$ cat src/rtl/alu_share_arbiter_if.sv
// Bundle of request, ALU and response signals for alu_share_arbiter.
// Optional macro ALU_LOCK_EN adds the per-requester lock inputs.
interface alu_share_arbiter_if #(
    parameter int unsigned WIDTH = 32
);
    logic             req0_valid;
    logic             req0_ready;
    logic [WIDTH-1:0] req0_a;
    logic [WIDTH-1:0] req0_b;
    logic [3:0]       req0_ctrl;
    logic [2:0]       req0_brcond;
    logic             req1_valid;
    logic             req1_ready;
    logic [WIDTH-1:0] req1_a;
    logic [WIDTH-1:0] req1_b;
    logic [3:0]       req1_ctrl;
    logic [2:0]       req1_brcond;
`ifdef ALU_LOCK_EN
    logic             req0_lock;
    logic             req1_lock;
`endif
    logic [WIDTH-1:0] alu_a;
    logic [WIDTH-1:0] alu_b;
    logic [3:0]       alu_ctrl;
    logic [2:0]       alu_brcond;
    logic [WIDTH-1:0] alu_out;
    logic             alu_brflag;
    logic             rsp0_valid;
    logic             rsp1_valid;
    logic             rsp0_ready;
    logic             rsp1_ready;
    logic [WIDTH-1:0] rsp_data;
    logic             rsp_brflag;
    logic             rsp_illegal;

    // Arbiter side.
    modport slave (
`ifdef ALU_LOCK_EN
        input  req0_lock, req1_lock,
`endif
        input  req0_valid, req0_a, req0_b, req0_ctrl, req0_brcond,
        input  req1_valid, req1_a, req1_b, req1_ctrl, req1_brcond,
        output req0_ready, req1_ready,
        output alu_a, alu_b, alu_ctrl, alu_brcond,
        input  alu_out, alu_brflag,
        output rsp0_valid, rsp1_valid, rsp_data, rsp_brflag, rsp_illegal,
        input  rsp0_ready, rsp1_ready
    );

    // Requester / ALU environment side.
    modport master (
`ifdef ALU_LOCK_EN
        output req0_lock, req1_lock,
`endif
        output req0_valid, req0_a, req0_b, req0_ctrl, req0_brcond,
        output req1_valid, req1_a, req1_b, req1_ctrl, req1_brcond,
        input  req0_ready, req1_ready,
        input  alu_a, alu_b, alu_ctrl, alu_brcond,
        output alu_out, alu_brflag,
        input  rsp0_valid, rsp1_valid, rsp_data, rsp_brflag, rsp_illegal,
        output rsp0_ready, rsp1_ready
    );
endinterface

$ cat src/rtl/alu_share_arbiter.sv
// Round-robin arbiter sharing one combinational ALU between two requesters.
// Operands are registered in front of the ALU, held for SETTLE_CYCLES, and the
// captured result is returned to the granted requester with valid/ready.
// Optional macro ALU_LOCK_EN: a locked op keeps the grant on its requester
// until that requester completes an op with lock clear.
module alu_share_arbiter #(
    parameter int unsigned WIDTH         = 32,
    parameter int unsigned SETTLE_CYCLES = 1
) (
    input logic                clk_i,
    input logic                rst_i,
    alu_share_arbiter_if.slave bus
);
    localparam int unsigned    Settle     = (SETTLE_CYCLES == 0) ? 1 : SETTLE_CYCLES;
    localparam int unsigned    CntW       = (Settle < 2) ? 1 : $clog2(Settle + 1);
    localparam logic [CntW-1:0] CntLoad   = CntW'(Settle);
    localparam logic [CntW-1:0] CntLast   = CntW'(1);
    localparam logic [3:0]     MaxCtrl    = 4'd9;
    // Branch condition that makes the ALU report flag 0.
    localparam logic [2:0]     BrcondIdle = 3'b011;

    typedef enum logic [1:0] {StIdle, StExec, StResp} state_e;

    state_e            state_q;
    logic              last_gnt_q;
    logic              tag_q;
    logic [WIDTH-1:0]  a_q;
    logic [WIDTH-1:0]  b_q;
    logic [3:0]        ctrl_q;
    logic [2:0]        brcond_q;
    logic [CntW-1:0]   cnt_q;
    logic [WIDTH-1:0]  rsp_data_q;
    logic              rsp_brflag_q;
    logic              rsp_illegal_q;

    logic              gnt_valid;
    logic              gnt_idx;
    logic              lock_hold;
    logic              rsp_ready_sel;

`ifdef ALU_LOCK_EN
    logic              lock_q;
    assign lock_hold = lock_q;
`else
    assign lock_hold = 1'b0;
`endif

    // Combinational grant: lock owner first, else round-robin away from last grant.
    always_comb begin
        gnt_valid = 1'b0;
        gnt_idx   = 1'b0;
        if (!rst_i && state_q == StIdle) begin
            if (lock_hold) begin
                gnt_idx   = tag_q;
                gnt_valid = tag_q ? bus.req1_valid : bus.req0_valid;
            end else if (bus.req0_valid && bus.req1_valid) begin
                gnt_valid = 1'b1;
                gnt_idx   = ~last_gnt_q;
            end else if (bus.req0_valid) begin
                gnt_valid = 1'b1;
            end else if (bus.req1_valid) begin
                gnt_valid = 1'b1;
                gnt_idx   = 1'b1;
            end
        end
    end

    assign bus.req0_ready  = gnt_valid & ~gnt_idx;
    assign bus.req1_ready  = gnt_valid & gnt_idx;
    assign bus.alu_a       = a_q;
    assign bus.alu_b       = b_q;
    assign bus.alu_ctrl    = ctrl_q;
    assign bus.alu_brcond  = brcond_q;
    assign bus.rsp0_valid  = (state_q == StResp) & ~tag_q;
    assign bus.rsp1_valid  = (state_q == StResp) & tag_q;
    assign bus.rsp_data    = rsp_data_q;
    assign bus.rsp_brflag  = rsp_brflag_q;
    assign bus.rsp_illegal = rsp_illegal_q;
    assign rsp_ready_sel   = tag_q ? bus.rsp1_ready : bus.rsp0_ready;

    // Sequencer: accept, settle on the ALU, capture, hold until the response handshake.
    always_ff @(posedge clk_i or posedge rst_i) begin
        if (rst_i) begin
            state_q       <= StIdle;
            last_gnt_q    <= 1'b1;
            tag_q         <= 1'b0;
            a_q           <= '0;
            b_q           <= '0;
            ctrl_q        <= '0;
            brcond_q      <= BrcondIdle;
            cnt_q         <= '0;
            rsp_data_q    <= '0;
            rsp_brflag_q  <= 1'b0;
            rsp_illegal_q <= 1'b0;
`ifdef ALU_LOCK_EN
            lock_q        <= 1'b0;
`endif
        end else begin
            unique case (state_q)
                StIdle: begin
                    if (gnt_valid) begin
                        tag_q    <= gnt_idx;
                        a_q      <= gnt_idx ? bus.req1_a : bus.req0_a;
                        b_q      <= gnt_idx ? bus.req1_b : bus.req0_b;
                        ctrl_q   <= gnt_idx ? bus.req1_ctrl : bus.req0_ctrl;
                        brcond_q <= gnt_idx ? bus.req1_brcond : bus.req0_brcond;
                        cnt_q    <= CntLoad;
`ifdef ALU_LOCK_EN
                        lock_q   <= gnt_idx ? bus.req1_lock : bus.req0_lock;
`endif
                        state_q  <= StExec;
                    end
                end
                StExec: begin
                    cnt_q <= cnt_q - CntLast;
                    if (cnt_q == CntLast) begin
                        if (ctrl_q > MaxCtrl) begin
                            rsp_data_q   <= '0;
                            rsp_brflag_q <= 1'b0;
                        end else begin
                            rsp_data_q   <= bus.alu_out;
                            rsp_brflag_q <= bus.alu_brflag;
                        end
                        rsp_illegal_q <= (ctrl_q > MaxCtrl);
                        state_q       <= StResp;
                    end
                end
                StResp: begin
                    if (rsp_ready_sel) begin
                        last_gnt_q <= tag_q;
                        state_q    <= StIdle;
                    end
                end
                default: state_q <= StIdle;
            endcase
        end
    end
endmodule

$ cat src/flat_wrapper.sv
// flat-port wrapper written by rule: the top's interface ports become plain ports
module alu_share_arbiter_flat 
#(
    parameter int unsigned WIDTH         = 32,
    parameter int unsigned SETTLE_CYCLES = 1
)
  (clk_i, rst_i, bus_req0_valid, bus_req0_a, bus_req0_b, bus_req0_ctrl, bus_req0_brcond, bus_req1_valid, bus_req1_a, bus_req1_b, bus_req1_ctrl, bus_req1_brcond, bus_req0_ready, bus_req1_ready, bus_alu_a, bus_alu_b, bus_alu_ctrl, bus_alu_brcond, bus_alu_out, bus_alu_brflag, bus_rsp0_valid, bus_rsp1_valid, bus_rsp_data, bus_rsp_brflag, bus_rsp_illegal, bus_rsp0_ready, bus_rsp1_ready);
  alu_share_arbiter_if #(.WIDTH(WIDTH)) bus_i ();
  input logic clk_i;
  input logic rst_i;
  input wire logic [$bits(bus_i.req0_valid)-1:0] bus_req0_valid;
  input wire logic [$bits(bus_i.req0_a)-1:0] bus_req0_a;
  input wire logic [$bits(bus_i.req0_b)-1:0] bus_req0_b;
  input wire logic [$bits(bus_i.req0_ctrl)-1:0] bus_req0_ctrl;
  input wire logic [$bits(bus_i.req0_brcond)-1:0] bus_req0_brcond;
  input wire logic [$bits(bus_i.req1_valid)-1:0] bus_req1_valid;
  input wire logic [$bits(bus_i.req1_a)-1:0] bus_req1_a;
  input wire logic [$bits(bus_i.req1_b)-1:0] bus_req1_b;
  input wire logic [$bits(bus_i.req1_ctrl)-1:0] bus_req1_ctrl;
  input wire logic [$bits(bus_i.req1_brcond)-1:0] bus_req1_brcond;
  output wire logic [$bits(bus_i.req0_ready)-1:0] bus_req0_ready;
  output wire logic [$bits(bus_i.req1_ready)-1:0] bus_req1_ready;
  output wire logic [$bits(bus_i.alu_a)-1:0] bus_alu_a;
  output wire logic [$bits(bus_i.alu_b)-1:0] bus_alu_b;
  output wire logic [$bits(bus_i.alu_ctrl)-1:0] bus_alu_ctrl;
  output wire logic [$bits(bus_i.alu_brcond)-1:0] bus_alu_brcond;
  input wire logic [$bits(bus_i.alu_out)-1:0] bus_alu_out;
  input wire logic [$bits(bus_i.alu_brflag)-1:0] bus_alu_brflag;
  output wire logic [$bits(bus_i.rsp0_valid)-1:0] bus_rsp0_valid;
  output wire logic [$bits(bus_i.rsp1_valid)-1:0] bus_rsp1_valid;
  output wire logic [$bits(bus_i.rsp_data)-1:0] bus_rsp_data;
  output wire logic [$bits(bus_i.rsp_brflag)-1:0] bus_rsp_brflag;
  output wire logic [$bits(bus_i.rsp_illegal)-1:0] bus_rsp_illegal;
  input wire logic [$bits(bus_i.rsp0_ready)-1:0] bus_rsp0_ready;
  input wire logic [$bits(bus_i.rsp1_ready)-1:0] bus_rsp1_ready;
  assign bus_i.req0_valid = bus_req0_valid;
  assign bus_i.req0_a = bus_req0_a;
  assign bus_i.req0_b = bus_req0_b;
  assign bus_i.req0_ctrl = bus_req0_ctrl;
  assign bus_i.req0_brcond = bus_req0_brcond;
  assign bus_i.req1_valid = bus_req1_valid;
  assign bus_i.req1_a = bus_req1_a;
  assign bus_i.req1_b = bus_req1_b;
  assign bus_i.req1_ctrl = bus_req1_ctrl;
  assign bus_i.req1_brcond = bus_req1_brcond;
  assign bus_req0_ready = bus_i.req0_ready;
  assign bus_req1_ready = bus_i.req1_ready;
  assign bus_alu_a = bus_i.alu_a;
  assign bus_alu_b = bus_i.alu_b;
  assign bus_alu_ctrl = bus_i.alu_ctrl;
  assign bus_alu_brcond = bus_i.alu_brcond;
  assign bus_i.alu_out = bus_alu_out;
  assign bus_i.alu_brflag = bus_alu_brflag;
  assign bus_rsp0_valid = bus_i.rsp0_valid;
  assign bus_rsp1_valid = bus_i.rsp1_valid;
  assign bus_rsp_data = bus_i.rsp_data;
  assign bus_rsp_brflag = bus_i.rsp_brflag;
  assign bus_rsp_illegal = bus_i.rsp_illegal;
  assign bus_i.rsp0_ready = bus_rsp0_ready;
  assign bus_i.rsp1_ready = bus_rsp1_ready;
  alu_share_arbiter #(.WIDTH(WIDTH), .SETTLE_CYCLES(SETTLE_CYCLES)) u_core (.clk_i(clk_i), .rst_i(rst_i), .bus(bus_i));
endmodule
$ cat config.mk
export PLATFORM = sky130hd
export DESIGN_NAME = alu_share_arbiter_flat
export DESIGN_NICKNAME = d
export VERILOG_FILES = /design/src/rtl/alu_share_arbiter_if.sv /design/src/rtl/alu_share_arbiter.sv /design/src/flat_wrapper.sv
export SDC_FILE = /design/constraint.sdc
export NUM_CORES = 1
export LEC_CHECK = 0
export CORE_ASPECT_RATIO = 1.4
export CORE_MARGIN = 3
export CORE_UTILIZATION = 34
export DETAILED_ROUTE_END_ITERATION = 8
export PLACE_DENSITY = 0.89
export SLEW_MARGIN = 15
export SYNTH_ARGS = -nofsm -noshare
export SYNTH_HDL_FRONTEND = slang
export SYNTH_SLANG_ARGS = --single-unit
$ cat constraint.sdc
create_clock -name clk_i -period 3.19 [get_ports clk_i]
set_input_delay 0.319 -clock clk_i [delete_from_list [all_inputs] [get_ports clk_i]]
set_output_delay 0.319 -clock clk_i [all_outputs]
set_load 0.01 [all_outputs]
# After elaboration in Yosys (flattened, before gate mapping)
# Index checks and enable logic that the tools add are counted.
dict set report totals {
  reg_bits 110
  input_bits 181
}
dict set report classes {
  n_addsub 1
  order_cmp 1
  eq_ne 5
  muxes 20
  n_bitwise 7
  n_reduce_logical 10
}
# operator n
set op_table {}
lappend op_table {{$mux 32} 3}
lappend op_table {{$mux 1} 10}
lappend op_table {{$reduce_and 2->1} 4}
lappend op_table {{$mux 2} 3}
lappend op_table {{$ne 2x1->1 const B} 3}
lappend op_table {{$pmux 2 s3} 1}
lappend op_table {{$and 1x1->1} 4}
lappend op_table {{$gt 4x4->1 const B} 1}
lappend op_table {{$mux 4} 1}
lappend op_table {{$mux 3} 1}
lappend op_table {{$not 1->1} 3}
lappend op_table {{$reduce_and 3->1} 1}
lappend op_table {{$eq 2x1->1 const B} 1}
lappend op_table {{$eq 2x2->1 const B} 1}
lappend op_table {{$logic_and 1x1->1} 2}
lappend op_table {{$logic_not 2->1} 1}
lappend op_table {{$pmux 1 s2} 1}
lappend op_table {{$reduce_bool 2->1} 1}
lappend op_table {{$logic_not 1->1} 1}
lappend op_table {{$sub 1x1->1 const B} 1}

# Longest topological paths before layout
dict set report depth {
  depth_word 6
  mapped_depth 5
}

# Least setup slack after synthesis
# OpenSTA, ideal clock, no wires.
dict set report synth_path {
  kind {register -> output}
  from {register u_core.state_q[0]}
  to {output bus_req0_ready}
  arrival_ps 1467
  t_required_ps 2871
  slack_ps 1404
  path_stages_with_launch 5
  path_buffers 2
  cell_sequence {dfrtp_1 -> or3_1 -> buf_6 -> nor3_4 -> buf_6}
}
dict set report synth_via {
  elab_chain_cells 5
  word_cells_on_any_way 6
  classes_between {2 x mux; 2 x bitwise; 2 x reduce/logical}
}
# item line_no
set synth_lines {}
lappend synth_lines {{start: declaration} alu_share_arbiter.sv:24} ;# state_e state_q;
lappend synth_lines {{start signal: assignment} alu_share_arbiter.sv:84} ;# state_q <= StIdle;
lappend synth_lines {{start signal: assignment} alu_share_arbiter.sv:111} ;# state_q <= StExec;
lappend synth_lines {{start signal: assignment} alu_share_arbiter.sv:125} ;# state_q <= StResp;
lappend synth_lines {{$logic_not 2->1 (*)} alu_share_arbiter.sv:52} ;# if (!rst_i && state_q == StIdle) begin
lappend synth_lines {{$logic_and 1x1->1 (*)} alu_share_arbiter.sv:52}
lappend synth_lines {{$mux 1} alu_share_arbiter.sv:52}
lappend synth_lines {{$not 1->1} alu_share_arbiter.sv:68} ;# assign bus.req0_ready = gnt_valid & ~gnt_idx;
lappend synth_lines {{$and 1x1->1 (*)} alu_share_arbiter.sv:68}
lappend synth_lines {{end: declaration} flat_wrapper.sv:21} ;# output wire logic [$bits(bus_i.req0_ready)-1:0] bus_req0_ready;
# Mark *: on every way between the ends. The rest lies on a longest branch, timed or not.

# Final worst setup path
dict set report layout_path {
  from {input rst_i}
  to {output bus_req1_ready}
}
dict set report layout_via {
  elab_chain_cells 4
  word_cells_on_any_way 5
  classes_between {2 x mux; 1 x bitwise; 2 x reduce/logical}
}
# item line_no
set layout_lines {}
lappend layout_lines {{start: declaration} flat_wrapper.sv:10} ;# input logic rst_i;
lappend layout_lines {{$logic_not 1->1 (no source line) (*)} -}
lappend layout_lines {{$logic_and 1x1->1 (*)} alu_share_arbiter.sv:52}
lappend layout_lines {{$mux 1} alu_share_arbiter.sv:52}
lappend layout_lines {{$and 1x1->1 (*)} alu_share_arbiter.sv:69} ;# assign bus.req1_ready = gnt_valid & gnt_idx;
lappend layout_lines {{end: declaration} flat_wrapper.sv:22} ;# output wire logic [$bits(bus_i.req1_ready)-1:0] bus_req1_ready;
# Marked as above.

==> summary.txt <==
Status
  • Status: finished clean

Floorplan
  • Die span in y: 146 um
  • Total die area: 15500 um2
  • Core Area: 13600 um2
  • Initial Util: 0.351
  • Num rows: 50
  • DIE WIDTH: 106 um
  • Number of I/O pins: 290

Placement
  • DP Wirelength: 12.7 mm
  • RD Place Congestion: 0.792
  • Port bufs: 289
  • Place WS: 0.521 ns

Synthesis
  • Share of the synthesized area in the top cell type: 0.562
  • Post-synthesis compound-gate area fraction: 0.282
  • Simple-Gate Fraction of Synth Area: 0.0940
  • Mux cell area share after synthesis: 0.00236
  • Synth Area in XOR/XNOR: 0
  • Post-synth cell types: 30
  • Synth Instances: 426
  • Synth Warn #: 0
  • Largest family of logic cells by synthesized area: compound AO/OA/AOI/OAI gates
  • Average size of a mapped cell: 11.2 um2
  • Synth area leader: dfrtp_1
  • Synthesized area: 4770 um2
  • Post-synth net total: 607
  • Area share of fa/ha/maj cells after synthesis: 0
  • Synth area leaders: dfrtp_1 56%, a221o_1 7.6%, a22o_1 6.2%, o31ai_1 5.5%, and3_1 4.7%
  • Register area share after synthesis: 0.578
  • Synth Register Bits: 110

Timing
  • Final worst slack: 0.514 ns
  • Worst-Margin Slew: 0.691 ns
  • Slew headroom: 0.539
  • # setup viols final: 0
  • Worst hold slack: 0.497 ns
  • Final Hold Fails: 0
  • Fmax: 374 MHz
  • Max-slew violations: 0
  • Tmin final: 2.68 ns
  • Tcrit/Tclk final: 0.839
  • Worst clock skew: 0.0107 ns
  • RSZ-0062 raised after global routing: no
  • Setup_tns: 0 ns

Global route
  • Number of global-route vias before repair: 5036
  • Initial antenna violation count: 1
  • First-pass GRT wire length: 27.3 mm
  • Total GRT Usage: 0.221
  • Total grt overflow: 0
  • Largest net degree at the start of global routing: 111

Route
  • Routed Antenna Nets: 0
  • First-pass detailed-route iteration total: 5
  • Routed wire per std cell: 19.8 um
  • Via count: 4745
  • Vias per std cell: 5.39
  • DR DRC count: 0
  • Drt initial violations: 268
  • Routed wire length: 17.4 mm

Cells and area
  • Fillers: 1099
  • Share of layout cells above drive strength 1: 0.0558
  • Layout Nets: 875
  • Area growth syn-to-layout: 71.1%
  • Most common library cell in the layout ignoring fill and taps: clkdlybuf4s50_1
  • Finished Core Util: 0.601
  • Commonest non-fill, non-tap cells in the layout: 289 x clkdlybuf4s50_1, 107 x dfrtp_1, 37 x nor2_1
  • ANT cells: 0

Clock tree
  • Clk slew on worst S/H paths: 0.08 ns
  • # clock sinks: 110
  • Post-CTS Setup Repair Bufs: 0
  • CTS Root Cell: clkbuf_16
  • CTS tree: built
  • Clock buffer depth: 2
  • CTS Buf Count: 9
  • Post-CTS resize count: 0
  • Max H-tree Level: 3
  • Clock Latency Late Sink: 0.34 ns
  • Cts hold-fix bufs: 0

Power
  • Pwr Density: 859 nW/um2
  • Leak pwr: 0.00346 uW
  • Max rail drop VDD: 0.457 mV

Critical path
  • FF-to-FF Start: u_core.state_q[0]$_DFFE_PP0P_
  • Startpoint types: primary input
  • Crit. End Element: primary output
  • Worst setup path start: rst_i
  • Critical path type: primary input to primary output
  • WP data required: 2.87 ns
  • Worst Path Max Fanout: 33
  • Worst path arrival time: 2.36 ns

Worst hold path
  • Hold Crit Start: u_core.bus.alu_b[7]$_DFFE_PP0P_
  • Class of the worst hold path: flip-flop to flip-flop

Job
  • Max cap viols: 0
==> cell families after synthesis <==
group	after synthesis
multiplexers	1
AND/OR/NAND/NOR	85
AO/OA/AOI/OAI	185
buffers and inverters	45
flip-flops	110
==> routing by layer <==
metal | share of wire | track usage
met5 | 0.00075 | 0
met4 | 0.045 | 0.103
met3 | 0.073 | 0.0579
met2 | 0.52 | 0.390
met1 | 0.36 | 0.246
==> where the power goes <==
part | switching, uW | internal (uW) | total [uW] | leakage (uW)
clock network | 533 | 708 | 1240 | 0.000165
registers | 417 | 2050 | 2470 | 0.00136
logic | 1420 | 1870 | 3290 | 0.00193
==> flip-flops by register name, indices dropped and copies added (netlist names) <==
| name | count |
|---|---|
| u_core.bus.alu_a | 32 |
| u_core.state_q | 2 |
| u_core.bus.alu_b | 32 |
| u_core.bus.rsp_illegal | 1 |
| u_core.bus.rsp_data | 32 |
| u_core.cnt_q | 1 |
| u_core.bus.alu_ctrl | 4 |
| u_core.bus.alu_brcond | 3 |
| u_core.tag_q | 1 |
| u_core.last_gnt_q | 1 |
| u_core.bus.rsp_brflag | 1 |
==> per-stage QoR <==
stage	cell area, um2	cells	total power, uW
6_report	8150	881	7000
5_1_grt	8150	881	7390
4_1_cts	8150	881	7060
3_5_place_dp	7820	865	5780
3_3_place_gp	7820	865	5650
2_1_floorplan	4770	426	3880
==> worst max-delay path: stages <==
cell             delay (ns)
clkdlybuf4s50_1        0.51
or3_1                  0.47
buf_4                  0.29
nor2_1                 0.18
clkdlybuf4s50_1        0.56
==> cell usage after synthesis <==
master    instances
a21bo_2           1
a21boi_1          1
a21boi_2          1
a21o_1            2
a21oi_1          36
a221o_1          36
a22o_1           34
and2_1            1
and3_1           36
buf_1             2
buf_2             7
buf_6             4
clkbuf_1         30
dfrtp_1         107
dfstp_2           3
inv_1             2
mux2_2            1
nand2_1           1
nand2b_1          1
nand3b_1          1
nor2_1           39
nor2b_1           2
nor3_2            1
nor3_4            1
o21a_1            1
o21ai_0          14
o21ai_1          24
o31ai_1          35
or2b_1            1
or3_1             1
==> layout make-up <==
class | instances | area (um2) | share of cell area
Clock buffer | 9 | 225 | 0.0276
Clock inverter | 7 | 114 | 0.0140
Inverter | 2 | 11.3 | 0.00138
Multi-Input combinational cell | 271 | 1830 | 0.225
Sequential cell | 110 | 2760 | 0.338
Tap cell | 182 | 228 | 0.0279
Timing Repair Buffer | 300 | 2990 | 0.366
==> worst paths after layout <==
check	end	slack [ns]	cells after the start
worst max-delay path	bus_req1_ready	0.51	5
worst min-delay path	u_core.bus.alu_b[7]$_DFFE_PP0P_	0.50	2
worst max register to register	u_core.bus.alu_a[29]$_DFFE_PP0P_	1.24	4
worst min register to register	u_core.bus.alu_b[7]$_DFFE_PP0P_	0.50	2
max in group asynchronous	u_core.bus.alu_b[3]$_DFFE_PP0P_	2.13	3
min in group asynchronous	u_core.cnt_q$_DFFE_PP0P_	0.62	3
(Power assumes the default switching activity.)
